--- config.mk ---
export PLATFORM = sky130hd
export DESIGN_NAME = apb4_ps2_ctrl_flat
export DESIGN_NICKNAME = d
export VERILOG_FILES = /design/src/rtl/apb4_ps2_ctrl_if.sv /design/src/rtl/apb4_ps2_ctrl.sv /design/src/flat_wrapper.sv
export SDC_FILE = /design/constraint.sdc
export NUM_CORES = 1
export LEC_CHECK = 0
export CAP_MARGIN = 20
export CORE_MARGIN = 3
export CORE_UTILIZATION = 50
export DETAILED_ROUTE_END_ITERATION = 8
export PLACE_DENSITY = 0.75
export SYNTH_ARGS = -nofsm -noshare
export SYNTH_HDL_FRONTEND = slang
export SYNTH_SLANG_ARGS = --single-unit
--- constraint.sdc ---
create_clock -name hclk -period 3.07 [get_ports hclk]
set_input_delay 0.614 -clock hclk [delete_from_list [all_inputs] [get_ports hclk]]
set_output_delay 0.614 -clock hclk [all_outputs]
set_load 0.02 [all_outputs]
--- src/rtl/apb4_ps2_ctrl_if.sv ---
// APB4 bus bundle shared by the oscc-ip peripheral slaves.
// APB access: psel & penable marks the access phase; the slave has pready tied high, so every access completes in that cycle.
interface apb4_if (
  input logic hclk,
  input logic hresetn
);
  logic [31:0] paddr;
  logic        pwrite;
  logic        psel;
  logic        penable;
  logic [31:0] pwdata;
  logic [31:0] prdata;
  logic        pready;
  logic        pslverr;

  modport slave (
    input  hclk, hresetn, paddr, pwrite, psel, penable, pwdata,
    output prdata, pready, pslverr
  );

  modport master (
    input  hclk, hresetn, prdata, pready, pslverr,
    output paddr, pwrite, psel, penable, pwdata
  );
endinterface

--- src/rtl/apb4_ps2_ctrl.sv ---
// APB4 PS/2 host controller: frame-checked RX into a FIFO, host-to-device TX engine, maskable irq.
// Optional macro APB4_PS2_TIMEOUT_EN adds an abort for stalled partial frames.
module apb4_ps2_ctrl #(
  parameter int unsigned FIFO_DEPTH  = 8,
  parameter int unsigned INHIBIT_CYC = 10000,
  parameter int unsigned TIMEOUT_CYC = 20000
) (
  apb4_if.slave apb4,
  input  logic  ps2_clk_i,
  output logic  ps2_clk_o,
  output logic  ps2_clk_oen_o,
  input  logic  ps2_dat_i,
  output logic  ps2_dat_o,
  output logic  ps2_dat_oen_o,
  output logic  irq_o
);

  localparam int unsigned AW = $clog2(FIFO_DEPTH);
  localparam int unsigned IW = $clog2(INHIBIT_CYC + 1);

  if (FIFO_DEPTH < 2 || FIFO_DEPTH > 64 || (FIFO_DEPTH & (FIFO_DEPTH - 1)) != 0 ||
      INHIBIT_CYC < 1 || TIMEOUT_CYC < 1) begin : g_bad_param
    $error("apb4_ps2_ctrl: illegal parameter value");
  end

  typedef enum logic [2:0] {
    TX_IDLE    = 3'd0,
    TX_INHIBIT = 3'd1,
    TX_REQ     = 3'd2,
    TX_SHIFT   = 3'd3,
    TX_ACK     = 3'd4
  } tx_state_e;

  logic clk, rst_n;
  assign clk   = apb4.hclk;
  assign rst_n = apb4.hresetn;

  // Pad synchronisers idle high so reset release never looks like a falling edge.
  logic clk_s1_q, clk_s2_q, clk_prev_q, dat_s1_q, dat_s2_q;
  logic fall;

  logic [3:0]    ctrl_q, ctrl_d;
  logic          txdone_q, txdone_d, nack_q, nack_d, ovf_q, ovf_d;
  logic          ferr_q, ferr_d, perr_q, perr_d;
  logic          irq_q, irq_d;

  logic [3:0]    rx_bit_q, rx_bit_d;
  logic [9:0]    rx_bits_q, rx_bits_d;

  logic [7:0]    mem_q [FIFO_DEPTH];
  logic [7:0]    mem_d [FIFO_DEPTH];
  logic [AW-1:0] wr_ptr_q, wr_ptr_d, rd_ptr_q, rd_ptr_d;
  logic [AW:0]   cnt_q, cnt_d;

  tx_state_e     tx_state_q, tx_state_d;
  logic [IW-1:0] inh_cnt_q, inh_cnt_d;
  logic [3:0]    tx_bit_q, tx_bit_d;
  logic [8:0]    tx_sh_q, tx_sh_d;

  logic acc, wr_ctrl, wr_stat, wr_wdata, rd_rdata;
  logic en, tx_busy, tx_start, rx_active, ack_fall;
  logic full, rxne, push, pop;
  logic frame_end, start_ok, stop_ok, par_ok, good;
  logic [10:0] frame;
  logic rx_to, tx_to;
  logic unused_apb;

  assign unused_apb = ^{apb4.paddr[31:5], apb4.paddr[1:0], apb4.pwdata[31:8]};

  always_ff @(posedge clk or negedge rst_n) begin
    if (!rst_n) begin
      clk_s1_q   <= 1'b1;
      clk_s2_q   <= 1'b1;
      clk_prev_q <= 1'b1;
      dat_s1_q   <= 1'b1;
      dat_s2_q   <= 1'b1;
    end else begin
      clk_s1_q   <= ps2_clk_i;
      clk_s2_q   <= clk_s1_q;
      clk_prev_q <= clk_s2_q;
      dat_s1_q   <= ps2_dat_i;
      dat_s2_q   <= dat_s1_q;
    end
  end

  assign fall = clk_prev_q & ~clk_s2_q;

  assign acc      = apb4.psel & apb4.penable;
  assign wr_ctrl  = acc & apb4.pwrite & (apb4.paddr[4:2] == 3'd0);
  assign wr_stat  = acc & apb4.pwrite & (apb4.paddr[4:2] == 3'd1);
  assign wr_wdata = acc & apb4.pwrite & (apb4.paddr[4:2] == 3'd3);
  assign rd_rdata = acc & ~apb4.pwrite & (apb4.paddr[4:2] == 3'd2);

  assign en        = ctrl_q[0];
  assign tx_busy   = (tx_state_q != TX_IDLE);
  assign tx_start  = wr_wdata & en & ~tx_busy;
  assign rx_active = en & ~tx_busy;
  assign ack_fall  = en & fall & (tx_state_q == TX_ACK);

  assign full = (cnt_q == (AW + 1)'(FIFO_DEPTH));
  assign rxne = (cnt_q != '0);

  // The eleventh bit is checked straight from the synchroniser, never stored.
  assign frame     = {dat_s2_q, rx_bits_q};
  assign frame_end = rx_active & fall & (rx_bit_q == 4'd10);
  assign start_ok  = ~frame[0];
  assign stop_ok   = frame[10];
  assign par_ok    = ^frame[9:1];
  assign good      = start_ok & stop_ok & par_ok;
  assign push      = frame_end & good & ~full;
  assign pop       = rd_rdata & rxne;

`ifdef APB4_PS2_TIMEOUT_EN
  localparam int unsigned TW = $clog2(TIMEOUT_CYC + 1);
  logic [TW-1:0] to_cnt_q, to_cnt_d;
  logic rx_part, tx_part, to_fire;

  assign rx_part = rx_active & (rx_bit_q != 4'd0);
  assign tx_part = en & ((tx_state_q == TX_REQ) | (tx_state_q == TX_SHIFT) |
                         (tx_state_q == TX_ACK));
  assign to_fire = (rx_part | tx_part) & ~fall & (to_cnt_q == TW'(TIMEOUT_CYC - 1));
  assign rx_to   = to_fire & rx_part;
  assign tx_to   = to_fire & tx_part;

  always_comb begin
    to_cnt_d = to_cnt_q + 1'b1;
    if (!(rx_part | tx_part) || fall || to_fire) to_cnt_d = '0;
  end

  always_ff @(posedge clk or negedge rst_n) begin
    if (!rst_n) to_cnt_q <= '0;
    else        to_cnt_q <= to_cnt_d;
  end
`else
  assign rx_to = 1'b0;
  assign tx_to = 1'b0;
`endif

  // TX state register
  always_ff @(posedge clk or negedge rst_n) begin
    if (!rst_n) tx_state_q <= TX_IDLE;
    else        tx_state_q <= tx_state_d;
  end

  // TX next state
  always_comb begin
    tx_state_d = tx_state_q;
    if (!en || tx_to) begin
      tx_state_d = TX_IDLE;
    end else begin
      case (tx_state_q)
        TX_IDLE:    if (tx_start) tx_state_d = TX_INHIBIT;
        TX_INHIBIT: if (inh_cnt_q == IW'(INHIBIT_CYC - 1)) tx_state_d = TX_REQ;
        TX_REQ:     if (fall) tx_state_d = TX_SHIFT;
        TX_SHIFT:   if (fall && tx_bit_q == 4'd8) tx_state_d = TX_ACK;
        TX_ACK:     if (fall) tx_state_d = TX_IDLE;
        default:    tx_state_d = TX_IDLE;
      endcase
    end
  end

  // TX pad outputs: REQ drives the start bit, SHIFT drives d0..d7 then parity.
  always_comb begin
    ps2_clk_o     = 1'b0;
    ps2_clk_oen_o = (tx_state_q != TX_INHIBIT);
    ps2_dat_oen_o = ~((tx_state_q == TX_REQ) | (tx_state_q == TX_SHIFT));
    ps2_dat_o     = 1'b1;
    if (tx_state_q == TX_REQ)   ps2_dat_o = 1'b0;
    if (tx_state_q == TX_SHIFT) ps2_dat_o = tx_sh_q[tx_bit_q];
  end

  always_comb begin
    inh_cnt_d = (tx_state_q == TX_INHIBIT) ? inh_cnt_q + 1'b1 : '0;
    tx_bit_d  = tx_bit_q;
    if (tx_state_q == TX_REQ) tx_bit_d = 4'd0;
    else if (tx_state_q == TX_SHIFT && fall) tx_bit_d = tx_bit_q + 4'd1;
    tx_sh_d = tx_sh_q;
    if (tx_start) tx_sh_d = {~^apb4.pwdata[7:0], apb4.pwdata[7:0]};
  end

  always_comb begin
    rx_bits_d = rx_bits_q;
    rx_bit_d  = rx_bit_q;
    if (rx_active && fall) begin
      if (rx_bit_q == 4'd10) rx_bit_d = 4'd0;
      else begin
        rx_bits_d[rx_bit_q] = dat_s2_q;
        rx_bit_d            = rx_bit_q + 4'd1;
      end
    end
    if (!en || tx_start || rx_to) rx_bit_d = 4'd0;
  end

  always_comb begin
    mem_d    = mem_q;
    wr_ptr_d = wr_ptr_q;
    rd_ptr_d = rd_ptr_q;
    if (push) begin
      mem_d[wr_ptr_q] = frame[8:1];
      wr_ptr_d        = wr_ptr_q + 1'b1;
    end
    if (pop) rd_ptr_d = rd_ptr_q + 1'b1;
    cnt_d = cnt_q + (AW + 1)'(push) - (AW + 1)'(pop);
  end

  // Status flags: a hardware set in the same cycle as a w1c clear wins.
  always_comb begin
    ctrl_d   = wr_ctrl ? apb4.pwdata[3:0] : ctrl_q;
    txdone_d = (txdone_q & ~(wr_stat & apb4.pwdata[7])) | ack_fall | tx_to;
    nack_d   = (nack_q & ~(wr_stat & apb4.pwdata[6])) | (ack_fall & dat_s2_q) | tx_to;
    ovf_d    = (ovf_q & ~(wr_stat & apb4.pwdata[4])) | (frame_end & good & full);
    ferr_d   = (ferr_q & ~(wr_stat & apb4.pwdata[3])) |
               (frame_end & ~(start_ok & stop_ok)) | rx_to;
    perr_d   = (perr_q & ~(wr_stat & apb4.pwdata[2])) | (frame_end & ~par_ok);
    irq_d    = (ctrl_q[1] & rxne) |
               (ctrl_q[2] & (perr_q | ferr_q | ovf_q | nack_q)) |
               (ctrl_q[3] & txdone_q);
  end

  always_ff @(posedge clk or negedge rst_n) begin
    if (!rst_n) begin
      ctrl_q    <= '0;
      txdone_q  <= 1'b0;
      nack_q    <= 1'b0;
      ovf_q     <= 1'b0;
      ferr_q    <= 1'b0;
      perr_q    <= 1'b0;
      irq_q     <= 1'b0;
      rx_bit_q  <= '0;
      rx_bits_q <= '0;
      wr_ptr_q  <= '0;
      rd_ptr_q  <= '0;
      cnt_q     <= '0;
      inh_cnt_q <= '0;
      tx_bit_q  <= '0;
      tx_sh_q   <= '0;
      for (int i = 0; i < FIFO_DEPTH; i++) mem_q[i] <= '0;
    end else begin
      ctrl_q    <= ctrl_d;
      txdone_q  <= txdone_d;
      nack_q    <= nack_d;
      ovf_q     <= ovf_d;
      ferr_q    <= ferr_d;
      perr_q    <= perr_d;
      irq_q     <= irq_d;
      rx_bit_q  <= rx_bit_d;
      rx_bits_q <= rx_bits_d;
      wr_ptr_q  <= wr_ptr_d;
      rd_ptr_q  <= rd_ptr_d;
      cnt_q     <= cnt_d;
      inh_cnt_q <= inh_cnt_d;
      tx_bit_q  <= tx_bit_d;
      tx_sh_q   <= tx_sh_d;
      mem_q     <= mem_d;
    end
  end

  assign irq_o        = irq_q;
  assign apb4.pready  = 1'b1;
  assign apb4.pslverr = 1'b0;

  always_comb begin
    apb4.prdata = '0;
    case (apb4.paddr[4:2])
      3'd0: apb4.prdata = {28'd0, ctrl_q};
      3'd1: apb4.prdata = {16'd0, 8'(cnt_q), txdone_q, nack_q, tx_busy, ovf_q,
                           ferr_q, perr_q, full, rxne};
      3'd2: apb4.prdata = rxne ? {24'd0, mem_q[rd_ptr_q]} : 32'd0;
      default: apb4.prdata = '0;
    endcase
  end

endmodule
--- src/flat_wrapper.sv ---
// flat-port wrapper written by rule: the top's interface ports become plain ports
module apb4_ps2_ctrl_flat 
#(
  parameter int unsigned FIFO_DEPTH  = 8,
  parameter int unsigned INHIBIT_CYC = 10000,
  parameter int unsigned TIMEOUT_CYC = 20000
)
  (ps2_clk_i, ps2_clk_o, ps2_clk_oen_o, ps2_dat_i, ps2_dat_o, ps2_dat_oen_o, irq_o, hclk, hresetn, apb4_paddr, apb4_pwrite, apb4_psel, apb4_penable, apb4_pwdata, apb4_prdata, apb4_pready, apb4_pslverr);
  apb4_if apb4_i (.hclk(hclk), .hresetn(hresetn));
  input  logic ps2_clk_i;
  output logic ps2_clk_o;
  output logic ps2_clk_oen_o;
  input  logic ps2_dat_i;
  output logic ps2_dat_o;
  output logic ps2_dat_oen_o;
  output logic irq_o;
  input wire logic hclk;
  input wire logic hresetn;
  input wire logic [$bits(apb4_i.paddr)-1:0] apb4_paddr;
  input wire logic [$bits(apb4_i.pwrite)-1:0] apb4_pwrite;
  input wire logic [$bits(apb4_i.psel)-1:0] apb4_psel;
  input wire logic [$bits(apb4_i.penable)-1:0] apb4_penable;
  input wire logic [$bits(apb4_i.pwdata)-1:0] apb4_pwdata;
  output wire logic [$bits(apb4_i.prdata)-1:0] apb4_prdata;
  output wire logic [$bits(apb4_i.pready)-1:0] apb4_pready;
  output wire logic [$bits(apb4_i.pslverr)-1:0] apb4_pslverr;
  assign apb4_i.paddr = apb4_paddr;
  assign apb4_i.pwrite = apb4_pwrite;
  assign apb4_i.psel = apb4_psel;
  assign apb4_i.penable = apb4_penable;
  assign apb4_i.pwdata = apb4_pwdata;
  assign apb4_prdata = apb4_i.prdata;
  assign apb4_pready = apb4_i.pready;
  assign apb4_pslverr = apb4_i.pslverr;
  apb4_ps2_ctrl #(.FIFO_DEPTH(FIFO_DEPTH), .INHIBIT_CYC(INHIBIT_CYC), .TIMEOUT_CYC(TIMEOUT_CYC)) u_core (.apb4(apb4_i), .ps2_clk_i(ps2_clk_i), .ps2_clk_o(ps2_clk_o), .ps2_clk_oen_o(ps2_clk_oen_o), .ps2_dat_i(ps2_dat_i), .ps2_dat_o(ps2_dat_o), .ps2_dat_oen_o(ps2_dat_oen_o), .irq_o(irq_o));
endmodule
==> impl_metrics.ini, run 1 <==
[outcome]
status = finished, final reports clean

[worst_setup_path]
start_kind = register
worst_ep_required_time_ps = 2460
critPathKind = reg2out
cp-end-kind = output pin
worstPathMaxFanout = 10
arrival_ps = 2390

[timing]
worst_pin_slew_ps = 710
setup_tns_ps = 0
maxSlewHeadroom_pct = 52.7
max_clock_freq_ghz = 0.333
whs_ps = 252
clock_skew_ps = 8.48
setup_slack_ps = 64.5
period_needed_ps = 3010
maxSlewViolCount = 0
hold_viol = 0
finalSetupViolCount = 0
fin_crit_sh_pct = 97.9

[global_routing]
first_global_vias = 4566
grt-ovfl-total = 0
grt_pass1_wl_um = 23900
grt_use_total_pct = 20.8
grt_max_degree = 55
antenna_found_initial = 0

[logic_synthesis]
netlist_instances = 553
async_reset_ff_share_pct = 100
ys_ff_latch = 133
synth_cell_type_count = 56
ys_warn_count = 0
synth_edf_count = 0
synth_area_per_cell_um2 = 12.3
synth_ff_type = dfrtp_1
synth_area_um2 = 6810
ys_seq_area_share_pct = 49.0

[power_and_ir_drop]
power.density_nw_per_um2 = 574
ir_worst_vdd_uv = 430
p_switching_w = 0.00119
pwr-share-seq_pct = 41.9
leakage_nw = 3.70
p_sw_share_pct = 26.1
clkPwrFrac_pct = 45.0
p_comb_share_pct = 13.1
internal_power_w = 0.00336

[finish]
fillers = 1023
fin_cells = 785
num_antenna_cells = 0
multi_input_area_um2 = 3180
areaGrowthSynthToFinish_pct = 16.4
fin_nets = 679
final-seq-area_um2 = 3340
drive_gt1_share_pct = 29.7

[floorplanning]
start_util_pct = 51.2
io_pins = 110
rows = 42
die-area_um2 = 15100
design.core.area_um2 = 13300
die_height_um = 123
die_w_um = 123

[placed_design]
dp_hpwl_um = 10000
place_ws_ps = -97.8
port_buffers = 33
dp_cells = 753
routabilityCongestion = 0.835

[routing]
via_per_inst = 5.65
wirelength_um = 14900
drtIter0Drc = 420
wire_per_inst_um = 19.0
remaining_drc_errors = 0
vias = 4437
firstDrtPassIters = 5
ant_nets = 0

[clocking]
cts_made_buffers = 17
clk-insertion-delay-late_ps = 420
clkTransAtPathRegs_ps = 60
cts_root_buf = clkbuf_16
clockBufferDepth = 2
ctsHtreeMaxLevel = 4
tritoncts = built
ctsHoldBuffers = 0
cts.sinks = 133

[flow_run]
drv_cap = 0

[worst_hold_path]
hold_path.class = in2async
## cells in the mapped netlist, types with 7 or more instances
cell type  count  area [µm²]
dfrtp_1      128        3200
mux2_2        73         822
nand2_1       29         109
nor2_1        26        97.6
buf_4         23         173
clkbuf_1      19        71.3
xnor2_1       18         158
mux4_2        17         383
nand3_1       17        85.1
nor3_1        17        85.1
mux2_4        16         240
mux2i_1       15         150
inv_1         13        48.8
xor2_1        13         114
o21ai_0       12        60.1
ha_1          11         138
nor2b_1        8        50.1
a21oi_1        7        35.0
## cells by family after synthesis
group	Yosys count	share of synthesized area, %
flops	133	49.0
xor+xnor	32	4.32
fa+ha+maj	12	2.31
other cells	2	0.110
compound gates	42	3.93
mux	122	23.6
buf+inv	70	5.71
simple gates	140	11.1
## worst max-delay path: stages, from the launching register on
cell,delay [ps]
dfrtp_2,450
buf_12,170
mux4_2,510
mux2i_1,310
o32ai_1,170
dlygate4sd2_1,360
## per-stage QoR
stage                     util [%]  total power, W  instance area (µm²)
after global routing          59.6         0.00473                 7930
after CTS                     59.6         0.00458                 7920
after floorplan                  -         0.00232                 6890
after global placement        55.1         0.00252                 7330
final                         59.6         0.00455                 7930
after detailed placement      55.1         0.00254                 7330
## final cells by class
cell class	instances	share of cell area, %
Sequential cell	133	42.1
Multi-Input combinational cell	371	40.1
Timing Repair Buffer	60	6.83
Clock buffer	20	5.76
Tap cell	176	2.78
Clock inverter	12	1.81
Inverter	13	0.615
## power groups by stage
stage,registers [W],logic (W),clock network (W)
after floorplan,0.00190,0.000421,0
after global placement,0.00193,0.000585,0
after detailed placement,0.00194,0.000603,0
after CTS,0.00191,0.000601,0.00207
after global routing,0.00192,0.000660,0.00215
final,0.00191,0.000595,0.00205
## per-layer routing
metal  vias to the layer above  GRT usage (%)  share of wire [%]
li1                       1999              -                  -
met1                      2287           28.2                 43
met2                       133           33.7                 50
met3                        18           4.19                5.2
met4                         0           7.00                1.1
met5                         -              0                  0
## registers in the layout, summed over array words and instances (netlist names), 4 cells and up
register and flops:
u_core.tx_sh_q 9, u_core.ctrl_q 4, u_core.rx_bit_q 4, u_core.rx_bits_q 10, u_core.tx_bit_q 4, u_core.cnt_q 4
u_core.mem_q 64, u_core.inh_cnt_q 14
## what timing repair did
action / in CTS / in global routing
buffers inserted: 0 / 0
resized for setup: 14 / 3
endpoints found under the setup margin: 12 / 2
hold endpoints to repair: 0 / 0
## final timing paths
kind	start	to	slack (ps)	depth (start not counted)
worst max-delay path	u_core.rd_ptr_q[0]$_DFFE_PN0P_	apb4_prdata[5]	60	5
worst min-delay path	hresetn	u_core.tx_bit_q[0]$_DFFE_PN0P_	250	1
worst max register to register	u_core.rx_bits_q[6]$_DFFE_PN0P_	u_core.cnt_q[1]$_DFF_PN0_	320	6
worst min register to register	u_core.dat_s1_q$_DFF_PN1_	u_core.dat_s2_q$_DFF_PN1_	360	0
max in group asynchronous	hresetn	u_core.dat_s2_q$_DFF_PN1_	2050	2
min in group hclk	u_core.dat_s1_q$_DFF_PN1_	u_core.dat_s2_q$_DFF_PN1_	360	0
## placed cells by master, fill, tap and decap left out, types with 4 or more instances in the layout
cell               n
nand4_1            4
o21ai_0           12
a21oi_1            7
inv_6              4
xor2_1            13
nand3_1           17
ha_1              11
inv_1             13
and2_1             4
mux2i_1           14
buf_4             26
dfstp_2            5
mux2_2            73
conb_1            23
nor2b_1            8
mux4_2            17
nor3_2             4
mux2_4            16
clkbuf_16         17
dfrtp_1          127
o22ai_1            5
xnor2_1           18
nor3_1            17
clkdlybuf4s50_1   20
nor2_1            26
nand2_1           29
nand2b_1           6
dlygate4sd2_1     11
No activity file was read; power rests on OpenSTA's default activity.
==> run 2: changes to the inputs <==
--- a/config.mk
+++ b/config.mk
@@ -9,7 +9,9 @@
 export CORE_MARGIN = 3
 export CORE_UTILIZATION = 50
 export DETAILED_ROUTE_END_ITERATION = 8
+export GPL_ROUTABILITY_DRIVEN = 0
 export PLACE_DENSITY = 0.75
+export REMOVE_ABC_BUFFERS = 1
 export SYNTH_ARGS = -nofsm -noshare
 export SYNTH_HDL_FRONTEND = slang
 export SYNTH_SLANG_ARGS = --single-unit
==> run 2 against run 1 <==
Non-clock buffer count is 1 lower; sequential share of layout area is 0.066 points lower; first-iteration DRC count is 41% lower; hold slack worse by 5.8 ps; clock-buffer cell count is 1 higher; combinational power is 1% lower; via count is 1.5% lower; wire length is 6.5% lower; largest power group unchanged.
==> impl_metrics.ini, run 2 (synthesis gave the netlist of run 1 again) <==
[placed_design]
port_buffers = 33
place_area_um2 = 7320
dp_hpwl_um = 9960
place_ws_ps = -74.4

[global_routing]
grtUsageMet3_pct = 5.58
grtUsageMet1_pct = 25.9
antenna_found_initial = 0
grt-ovfl-total = 0
grt_max_degree = 57
met2_usage_pct = 30.9
first_global_vias = 4390
grt_use_total_pct = 19.6
top_usage_layer = met2
grt_pass1_wl_um = 22400

[finish]
largest_registers = u_core.mem_q: 64 flops, u_core.inh_cnt_q: 14 flops, u_core.rx_bits_q: 10 flops
fin_util_pct = 59.7
fin_nets = 678
largest_reg_flops = 64
layout_commonest_cell = dfrtp_1
areaGrowthSynthToFinish_pct = 16.6
num_antenna_cells = 0
drive_gt1_share_pct = 29.6
final_area_um2 = 7940
mostFrequentLayoutCells = dfrtp_1, mux2_2, nand2_1
top_register = u_core.mem_q

[timing]
hold_viol = 0
rsz0062_at_grt = false
whs_ps = 246
clock_skew_ps = 8.10
period_needed_ps = 2950
fin_crit_sh_pct = 96.2
maxSlewViolCount = 0
max_clock_freq_ghz = 0.339
finalSetupViolCount = 0
worst_pin_slew_ps = 739
maxSlewHeadroom_pct = 50.7
setup_slack_ps = 117

[power_and_ir_drop]
p_comb_share_pct = 12.8
p_sw_share_pct = 23.8
p_switching_w = 0.00109
power.density_nw_per_um2 = 578
total_power_w = 0.00459
internal_power_w = 0.00350
pwr-share-seq_pct = 41.4
clkPwrFrac_pct = 45.8
leakage_nw = 3.74
ir_worst_vdd_uv = 458

[outcome]
status = finished, final reports clean

[worst_setup_path]
cp_cell_sequence = buf_12 > mux4_2 > mux2i_2 > o32ai_1 > dlygate4sd2_1
critPathSlowestCell = mux4_2
critPathKind = reg2out
arrival_ps = 2340
worstPathMaxFanout = 12
cp-end-kind = output pin
worst_ep_required_time_ps = 2460
crit_path_max_incr_delay_ps = 540
start_kind = register

[floorplanning]
start_util_pct = 51.2
die-area_um2 = 15100
rows = 42
design.core.area_um2 = 13300
io_pins = 110
die_w_um = 123
die_height_um = 123

[routing]
drtIter0Drc = 247
vias = 4372
ant_nets = 0
via_per_inst = 5.60
remaining_drc_errors = 0
wire_per_inst_um = 17.8
firstDrtPassIters = 4
wirelength_um = 13900

[clocking]
cts_made_buffers = 17
postCtsSetupRepairBufs = 0
cts.sinks = 133
clockBufferDepth = 2
cts_root_buf = clkbuf_16
tritoncts = built
clk-insertion-delay-late_ps = 420
clkTransAtPathRegs_ps = 60
ctsHtreeMaxLevel = 4

[flow_run]
drv_cap = 0

[worst_hold_path]
hold_path.class = in2async
-- run 2: critical path: cells and delay by family (launching register included) --
family                 cells  cell delay, ps
buffers and inverters      2             520
DFF                        1             440
muxes                      2             800
AOI/OAI and AO/OA          1             150
-- run 2: per-stage QoR --
step / instances / setup TNS (ps)
detailed placement: 752 / -432
CTS: 781 / 0
global route: 781 / 0
global placement: 752 / -293
floorplan: 517 / 0
finish: 781 / 0
-- run 2: timing repair --
| item | 4_1_cts | 5_1_grt |
|---|---|---|
| hold buffers | 0 | 0 |
| gates resized for setup | 16 | 3 |
| setup endpoints to repair | 10 | 3 |
-- run 2: layout make-up --
cell class | count | area [µm²]
well taps | 176 | 220
flip-flops and latches | 133 | 3340
clock inverters | 8 | 150
clock buffers | 21 | 460
fillers | 1016 | 5350
multi-input cells | 371 | 3190
inverters | 13 | 48.8
repair buffers | 59 | 541
-- run 2: power groups by stage --
stage | Combinational, W | Sequential, W | Clock (W)
after CTS | 0.000598 | 0.00190 | 0.00213
after global placement | 0.000582 | 0.00192 | 0
after floorplan | 0.000308 | 0.00197 | 0
after detailed placement | 0.000597 | 0.00193 | 0
after global routing | 0.000653 | 0.00191 | 0.00221
final | 0.000588 | 0.00190 | 0.00210
-- run 2: metal layers --
layer | routed length (µm) | up-vias | share of wire (%)
li1 | - | 2008 | -
met1 | 6070 | 2216 | 44
met2 | 6660 | 119 | 48
met3 | 872 | 29 | 6.3
met4 | 318 | 0 | 2.3
met5 | 0 | - | 0
-- run 2: final timing paths --
path,slack (ps),start,cells after the start,endpoint
min in group hclk,360,u_core.dat_s1_q$_DFF_PN1_,0,u_core.dat_s2_q$_DFF_PN1_
max,120,u_core.rd_ptr_q[0]$_DFFE_PN0P_,5,apb4_prdata[5]
min,250,hresetn,1,u_core.cnt_q[2]$_DFF_PN0_
min reg2reg,360,u_core.dat_s1_q$_DFF_PN1_,0,u_core.dat_s2_q$_DFF_PN1_
max reg2reg,300,u_core.rx_bits_q[3]$_DFFE_PN0P_,6,u_core.mem_q[30]$_DFFE_PN0P_
max in group asynchronous,2010,hresetn,2,u_core.mem_q[20]$_DFFE_PN0P_
==> run 3: changes to the inputs <==
--- a/config.mk
+++ b/config.mk
@@ -12,6 +12,8 @@
 export GPL_ROUTABILITY_DRIVEN = 0
 export PLACE_DENSITY = 0.75
 export REMOVE_ABC_BUFFERS = 1
+export SLEW_MARGIN = 10
 export SYNTH_ARGS = -nofsm -noshare
 export SYNTH_HDL_FRONTEND = slang
 export SYNTH_SLANG_ARGS = --single-unit
+export TNS_END_PERCENT = 20
==> run 3 against run 2 <==
Register-to-register slack worse by 20 ps; wire length is 0.28% lower; combinational power hardly changed; via count is 0.89% lower; clock-buffer cell count stayed put; power hardly changed; die area stayed put; largest cell class unchanged; largest power group unchanged.
==> impl_metrics.ini, run 3 (synthesis gave the netlist of run 1 again) <==
[outcome]
status = finished, final reports clean

[worst_setup_path]
rr_endpoint = u_core.mem_q[30]$_DFFE_PN0P_
cp-end-kind = output pin
worst-path-buf-inv = 2
worstPathMaxFanout = 12
rrSetupSlack_ps = 280
worst_ep_required_time_ps = 2460
cp_top_family = multiplexers
r2r_start = u_core.rx_bits_q[3]$_DFFE_PN0P_
critPathKind = reg2out
crit_path_max_incr_delay_ps = 540
cp_cell_sequence = buf_12 > mux4_2 > mux2i_2 > o32ai_1 > dlygate4sd2_1
critPathSlowestCell = mux4_2
endpoint = apb4_prdata[5]
arrival_ps = 2340
crit_start = u_core.rd_ptr_q[0]$_DFFE_PN0P_
start_kind = register
cp.depth = 5
r2r_cells = 6

[global_routing]
grt_max_degree = 57
grt_pass1_wl_um = 22400
grt_use_total_pct = 19.6
antenna_found_initial = 0
grt-ovfl-total = 0
first_global_vias = 4390

[finish]
final-seq-area_um2 = 3340
fin_nets = 678
top_register = u_core.mem_q
multi_input_area_um2 = 3190
layout_commonest_cell = dfrtp_1
final_area_um2 = 7950
fillers = 1016
num_antenna_cells = 0
largest_registers = u_core.mem_q: 64 flops, u_core.inh_cnt_q: 14 flops, u_core.rx_bits_q: 10 flops
drive_gt1_share_pct = 29.6
mostFrequentLayoutCells = dfrtp_1, mux2_2, nand2_1
areaGrowthSynthToFinish_pct = 16.6
largest_reg_flops = 64

[power_and_ir_drop]
internal_power_w = 0.00350
clkPwrFrac_pct = 45.8
p_comb_share_pct = 12.8
total_power_w = 0.00459
p_sw_share_pct = 23.8
p_switching_w = 0.00109
leakage_nw = 3.75
ir_worst_vdd_uv = 455
power.density_nw_per_um2 = 577
pwr-share-seq_pct = 41.4

[routing]
firstDrtPassIters = 4
remaining_drc_errors = 0
ant_nets = 0
vias = 4333
drtIter0Drc = 257
wire_per_inst_um = 17.8
wirelength_um = 13900
via_per_inst = 5.55

[timing]
max_clock_freq_ghz = 0.338
maxSlewViolCount = 0
period_needed_ps = 2960
worst_pin_slew_ps = 748
whs_ps = 249
fin_crit_sh_pct = 96.4
rsz0062_at_grt = false
clock_skew_ps = 7.56
hold_viol = 0
finalSetupViolCount = 0
maxSlewHeadroom_pct = 50.1
setup_tns_ps = 0
setup_slack_ps = 112

[clocking]
cts_root_buf = clkbuf_16
ctsHtreeMaxLevel = 4
tritoncts = built
cts_made_buffers = 17
cts.sinks = 133
clockBufferDepth = 2
postCtsSetupRepairBufs = 0
clkTransAtPathRegs_ps = 60
clk-insertion-delay-late_ps = 420
post_cts_resized = 15
ctsHoldBuffers = 0

[floorplanning]
start_util_pct = 51.2
die_height_um = 123
design.core.area_um2 = 13300
die-area_um2 = 15100
rows = 42
die_w_um = 123
io_pins = 110

[placed_design]
place_area_um2 = 7320
dp_hpwl_um = 9960
port_buffers = 33
place_ws_ps = -74.4

[flow_run]
drv_cap = 0

[worst_hold_path]
hold_path.class = in2async
==> run 3: cell count changes in the layout (fill, tap and decap cells not counted), sizes merged <==
cell and change:
dlymetal6s2s +1, dlygate4sd2 -1
==> run 3: final cells by class <==
| type | count | area share (%) |
|---|---|---|
| Timing Repair Buffer | 59 | 6.85 |
| Multi-Input combinational cell | 371 | 40.1 |
| Clock buffer | 21 | 5.80 |
| Sequential cell | 133 | 42.0 |
| Inverter | 13 | 0.614 |
| Tap cell | 176 | 2.77 |
| Clock inverter | 8 | 1.89 |
==> run 3: per-stage QoR <==
| stage | instances | util (%) |
|---|---|---|
| after floorplan | 517 | - |
| after global placement | 752 | 55.0 |
| after detailed placement | 752 | 55.0 |
| after CTS | 781 | 59.7 |
| after global routing | 781 | 59.8 |
| final | 781 | 59.8 |
==> run 3: power groups by stage <==
stage / logic [W] / clock network (W) / registers (W)
finish: 0.000588 / 0.00210 / 0.00190
CTS: 0.000599 / 0.00213 / 0.00190
floorplan: 0.000308 / 0 / 0.00197
global placement: 0.000582 / 0 / 0.00192
detailed placement: 0.000597 / 0 / 0.00193
global route: 0.000653 / 0.00221 / 0.00191
==> run 3: worst min-delay path by stage <==
stage,slack [ps],depth (start not counted),start,endpoint
floorplan,320,0,hresetn,u_core.cnt_q[0]$_DFF_PN0_
global placement,350,0,u_core.dat_s1_q$_DFF_PN1_,u_core.dat_s2_q$_DFF_PN1_
detailed placement,350,0,u_core.clk_s1_q$_DFF_PN1_,u_core.clk_s2_q$_DFF_PN1_
CTS,270,1,hresetn,u_core.cnt_q[1]$_DFF_PN0_
global route,300,1,hresetn,u_core.cnt_q[1]$_DFF_PN0_
finish,250,1,hresetn,u_core.cnt_q[2]$_DFF_PN0_
==> run 3: routing by layer <==
layer	wire length, µm	global-route usage [%]
met5	0	0
met4	294	7.14
met1	5950	25.9
met2	6710	30.9
met3	927	5.58
